--- src/rtl/program_loader.sv ---
// Boot-time loader: parses a framed byte stream, writes big-endian 32-bit words to RAM and
// releases the core from reset once a frame with a matching XOR checksum has been written.
module program_loader #(
   parameter int unsigned ADDR_WIDTH = 16,
   parameter logic [ADDR_WIDTH-1:0] BASE_ADDR = '0,
   parameter int unsigned MAX_WORDS = 256,
   parameter logic [7:0] SYNC_BYTE = 8'hA5
) (
   input  logic                  clk,
   input  logic                  reset,
   input  logic [7:0]            in_data,
   input  logic                  in_valid,
   output logic                  in_ready,
   input  logic                  restart,
   output logic                  wr_en,
   output logic [ADDR_WIDTH-1:0] wr_addr,
   output logic [31:0]           wr_data,
   output logic                  core_reset,
   output logic                  load_done,
   output logic                  load_error
);

   typedef enum logic [2:0] {
      StSync, StLenHi, StLenLo, StData, StCsum, StDone, StError
   } state_e;

   state_e                state_q;
   logic [7:0]            csum_q;
   logic [7:0]            len_hi_q;
   logic [15:0]           len_q;
   logic [15:0]           word_cnt_q;
   logic [1:0]            byte_cnt_q;
   logic [23:0]           word_q;
   logic [ADDR_WIDTH-1:0] addr_q;
   logic                  wr_en_q;
   logic                  accept;
   logic [15:0]           len_full;

   assign in_ready = (state_q != StDone) && (state_q != StError) && !restart;
   assign accept   = in_valid && in_ready;
   // A write pending in the restart cycle is dropped so a stale word never lands in RAM.
   assign wr_en    = wr_en_q && !restart;
   assign len_full = {len_hi_q, in_data};

   always_ff @(posedge clk or posedge reset) begin
      if (reset) begin
         state_q    <= StSync;
         csum_q     <= 8'h00;
         len_hi_q   <= 8'h00;
         len_q      <= 16'h0000;
         word_cnt_q <= 16'h0000;
         byte_cnt_q <= 2'd0;
         word_q     <= 24'h000000;
         addr_q     <= BASE_ADDR;
         wr_en_q    <= 1'b0;
         wr_addr    <= BASE_ADDR;
         wr_data    <= 32'h0000_0000;
         core_reset <= 1'b1;
         load_done  <= 1'b0;
         load_error <= 1'b0;
      end else begin
         wr_en_q <= 1'b0;
         if (restart) begin
            state_q    <= StSync;
            csum_q     <= 8'h00;
            len_hi_q   <= 8'h00;
            len_q      <= 16'h0000;
            word_cnt_q <= 16'h0000;
            byte_cnt_q <= 2'd0;
            addr_q     <= BASE_ADDR;
            wr_addr    <= BASE_ADDR;
            core_reset <= 1'b1;
            load_done  <= 1'b0;
            load_error <= 1'b0;
         end else if (accept) begin
            case (state_q)
               StSync: begin
                  if (in_data == SYNC_BYTE) begin
                     csum_q  <= 8'h00;
                     state_q <= StLenHi;
                  end
               end
               StLenHi: begin
                  len_hi_q <= in_data;
                  csum_q   <= csum_q ^ in_data;
                  state_q  <= StLenLo;
               end
               StLenLo: begin
                  csum_q <= csum_q ^ in_data;
                  len_q  <= len_full;
                  if (32'(len_full) > MAX_WORDS) begin
                     state_q    <= StError;
                     load_error <= 1'b1;
                  end else if (len_full == 16'h0000) begin
                     state_q <= StCsum;
                  end else begin
                     state_q <= StData;
                  end
               end
               StData: begin
                  csum_q     <= csum_q ^ in_data;
                  byte_cnt_q <= byte_cnt_q + 2'd1;
                  case (byte_cnt_q)
                     2'd0: word_q[23:16] <= in_data;
                     2'd1: word_q[15:8]  <= in_data;
                     2'd2: word_q[7:0]   <= in_data;
                     default: begin
                        wr_en_q    <= 1'b1;
                        wr_data    <= {word_q, in_data};
                        wr_addr    <= addr_q;
                        addr_q     <= addr_q + 1'b1;
                        word_cnt_q <= word_cnt_q + 16'd1;
                        if (word_cnt_q + 16'd1 == len_q) state_q <= StCsum;
                     end
                  endcase
               end
               StCsum: begin
                  if (in_data == csum_q) begin
                     state_q    <= StDone;
                     load_done  <= 1'b1;
                     core_reset <= 1'b0;
                  end else begin
                     state_q    <= StError;
                     load_error <= 1'b1;
                  end
               end
               default: ;
            endcase
         end
      end
   end

endmodule
--- config.mk ---
export PLATFORM = sky130hd
export DESIGN_NAME = program_loader
export DESIGN_NICKNAME = d
export VERILOG_FILES = /design/src/rtl/program_loader.sv
export SDC_FILE = /design/constraint.sdc
export NUM_CORES = 1
export LEC_CHECK = 0
export ABC_CLOCK_PERIOD_IN_PS = 7550
export BUFFER_PORTS_ARGS = -buffer_cell sky130_fd_sc_hd__clkbuf_2
export CAP_MARGIN = 0
export CORE_AREA = 4 4 141 143
export DETAILED_ROUTE_END_ITERATION = 10
export DIE_AREA = 0 0 145 147
export GPL_TIMING_DRIVEN = 0
export MAX_ROUTING_LAYER = met4
export PLACE_DENSITY = 0.61
export SLEW_MARGIN = 10
export SYNTH_ARGS = -nofsm -noshare
export SYNTH_HDL_FRONTEND = slang
export SYNTH_SLANG_ARGS = --single-unit
--- constraint.sdc ---
create_clock -name clk -period 7.55 [get_ports clk]
set_input_delay 1.8875 -clock clk [delete_from_list [all_inputs] [get_ports clk]]
set_output_delay 1.8875 -clock clk [all_outputs]
set_load 0.01 [all_outputs]
==> impl_metrics.ini <==
[sta]
hold-worst-slack_ns = 0.463
timing.final.crit_share = 0.679
clock_skew_ns = 0.0122
finalHoldViolCount = 0
maxSlewViolCount = 0
max-slew-margin-rel = 0.368
min_period_ns = 5.13
setup_viol = 0
rsz0062_at_grt = no
finalSetupTns_ns = 0
max_freq_mhz = 195
worst_pin_slew_ns = 0.948
setup_slack_ns = 2.42

[synth]
syn_avg_cell_area_um2 = 9.44
yosysSeqAreaShare = 0.521
yosysWarnings = 0
async_flop_share = 1.00
ys_seq_elements = 145
synth_area_um2 = 6970
yosysUniqueCellTypes = 57
ys.flop_type = dfrtp_1
netlist_instances = 738
synth.net_count = 756
synth-edff-count = 0

[pwr]
switching_share = 0.277
power_density_nw_per_um2 = 242
ir_drop_mv = 0.157
seqPwrFrac = 0.441
p_leak_uw = 0.00412
p_int_uw = 1430
clock_power_share = 0.433
p_comb_frac = 0.126
switchingPower_uw = 548
finalPower_uw = 1980

[clock_network]
insertion_delay_ns = 0.43
cts_setup_buffers = 0
clockBufferDepth = 2
clk_pin_slew_ns = 0.06
htreeDepth = 4
clockRootBuffer = clkbuf_16
numCtsBuffers = 17
ctsResizeCount = 0
clock_sinks = 145
cts_tree = done
holdBufCountCts = 0

[critical_path]
end_kind = output pin
cp_data_required_time_ns = 5.66
crit_type = input port to output pin
rr_startpoint = state_q[2]$_DFFE_PP0P_
crit_arrival_ns = 3.24
start_kind = input port
ff2ff_setup_slack_ns = 4.54
r2r_cells = 10
r2r-end = wr_data[5]$_DFFE_PP0P_
crit_path_max_fanout = 10

[detailed_routing]
wl_um = 17500
dr_total_vias = 5576
routed_via_density = 5.24
drtAntennaViolNets = 0
wire_per_inst_um = 16.5
firstDrtPassIters = 5
drc = 0
drt_iter0_drc = 375

[placement]
dp_cells = 1033
pre_cts_slack_ns = 2.40
numPortBuffers = 60
gp_congestion = 0.884
place_hpwl_um = 12100

[layout]
nFillCells = 1767
drive_above_1_share = 0.158
final_cell_count_no_fill = 1065
area_delta_synth_final_pct = 17.6
fin_nets = 836
num_antenna_cells = 0

[worst_hold_path]
min_path_type = flip-flop to flip-flop
holdPathStages = 2
hold_end = wr_data[15]$_DFFE_PP0P_
min_from = word_q[7]$_DFFE_PP0P_

[global_route]
antenna_found_initial = 0
grt_overflow = 0
grt_max_degree = 99
grt_first_pass_wirelength_um = 29300
track_usage = 0.175
grt_pass1_vias = 5451

[run_status]
outcome = finished clean

[floorplan]
io_pins = 65
start_util = 0.375
die_area_um2 = 21300
fp.coreArea_um2 = 18600
die_h_um = 147
rows = 50
dieWidth_um = 145

[run]
cap_viol_max_count = 0
==> cell families (layout without fill, tap and decap cells) <==
| family | Yosys count | after routing | synth area share |
|---|---|---|---|
| compound gates | 142 | 142 | 0.123 |
| xor+xnor | 35 | 35 | 0.0440 |
| fa+ha+maj | 6 | 6 | 0.0108 |
| buf+inv | 62 | 155 | 0.0345 |
| flops | 145 | 145 | 0.521 |
| mux | 30 | 30 | 0.0469 |
| simple gates | 318 | 318 | 0.220 |
==> flip-flops by register name (all words and copies together), names as in the netlist <==
signal	flops
core_reset	1
byte_cnt_q	2
wr_data	32
load_done	1
word_q	24
load_error	1
addr_q	16
wr_en_q	1
wr_addr	16
word_cnt_q	16
len_q	16
csum_q	8
state_q	3
len_hi_q	8
==> synthesized netlist by cell type, drive strengths merged (3+ instances only) <==
library cell / n / area [µm²]
a21o: 14 / 105
nand2: 159 / 597
nor3: 7 / 35.0
and3: 23 / 146
or3: 4 / 25.0
nand2b: 10 / 62.6
xor2: 15 / 131
nand4b: 3 / 26.3
mux2i: 9 / 90.1
o31ai: 7 / 52.6
buf: 7 / 33.8
o41ai: 3 / 26.3
or4: 3 / 22.5
xnor2: 20 / 175
a211oi: 3 / 22.5
nor2b: 5 / 31.3
dfrtp: 144 / 3600
a31oi: 9 / 56.3
ha: 6 / 75.1
clkbuf: 38 / 143
nand3: 19 / 95.1
a21oi: 18 / 90.1
o211ai: 3 / 22.5
nor4: 9 / 92.6
mux2: 21 / 236
o21ai: 68 / 340
a22o: 5 / 43.8
and4: 4 / 35.0
inv: 16 / 60.1
nand4: 11 / 98.8
nor2: 52 / 195
==> power by group through the flow <==
stage                     sequential (µW)  clock [µW]  combinational, µW
after CTS                             872         872                251
final                                 873         857                250
after detailed placement              884           0                251
after floorplan                       874           0                190
after global placement                884           0                245
after global routing                  879         907                281
==> worst max-delay path, cell delays in order <==
cell and delay [ns]:
clkbuf_2 0.13, clkbuf_1 0.37, clkbuf_1 0.58, nor2b_1 0.11, clkbuf_2 0.16
==> area by class of cell <==
type / count / area, µm² / area share
buffer: 45 / 176 / 0.0215
clock buffer: 19 / 443 / 0.0541
clock inverter: 13 / 154 / 0.0188
inverter: 17 / 71.3 / 0.00871
multi-input combinational: 531 / 3100 / 0.378
sequential: 145 / 3630 / 0.443
tap: 234 / 293 / 0.0357
timing repair buffer: 61 / 328 / 0.0400
==> routing by layer <==
layer / track usage / vias to the layer above / part of all wire
li1: - / 2699 / -
met1: 0.242 / 2732 / 0.49
met2: 0.262 / 129 / 0.46
met3: 0.0358 / 16 / 0.041
met4: 0.0508 / 0 / 0.012
met5: - / - / 0
==> worst max-delay path by stage <==
stage | endpoint | cells past startpoint | start | slack [ns]
after floorplan | addr_q[0]$_DFFE_PP0P_ | 1 | reset | 1.77
after global placement | wr_data[15]$_DFFE_PP0P_ | 2 | reset | 0.02
after detailed placement | wr_en | 5 | restart | 2.40
after CTS | wr_en | 5 | restart | 2.40
after global routing | wr_en | 5 | restart | 2.31
final | wr_en | 5 | restart | 2.42
==> placed cells by master, fill, tap and decap left out, drive strengths merged, types with 3 or more instances in the layout <==
cell,synthesis,routed
nor4,9,9
nor2b,5,5
nand2,159,159
nor3,7,7
nand2b,10,10
nand3,19,19
ha,6,6
o31ai,7,7
a31oi,9,9
mux2,21,21
a22o,5,5
or4,3,3
clkinv,1,5
a21o,14,14
clkinvlp,0,3
inv,16,20
dfrtp,144,144
or3,4,4
nand4,11,11
xnor2,20,20
buf,7,8
o21ai,68,68
xor2,15,15
and3,23,23
nand4b,3,3
mux2i,9,9
clkbuf,38,117
o211ai,3,3
a211oi,3,3
nor2,52,52
o41ai,3,3
and4,4,4
a21oi,18,18
==> stage by stage <==
| stage | utilization | cell area [µm²] |
|---|---|---|
| after floorplan | - | 6970 |
| after global routing | 0.441 | 8190 |
| after global placement | 0.407 | 7560 |
| after CTS | 0.441 | 8190 |
| final | 0.441 | 8190 |
| after detailed placement | 0.409 | 7590 |
(Power assumes the default switching activity.)
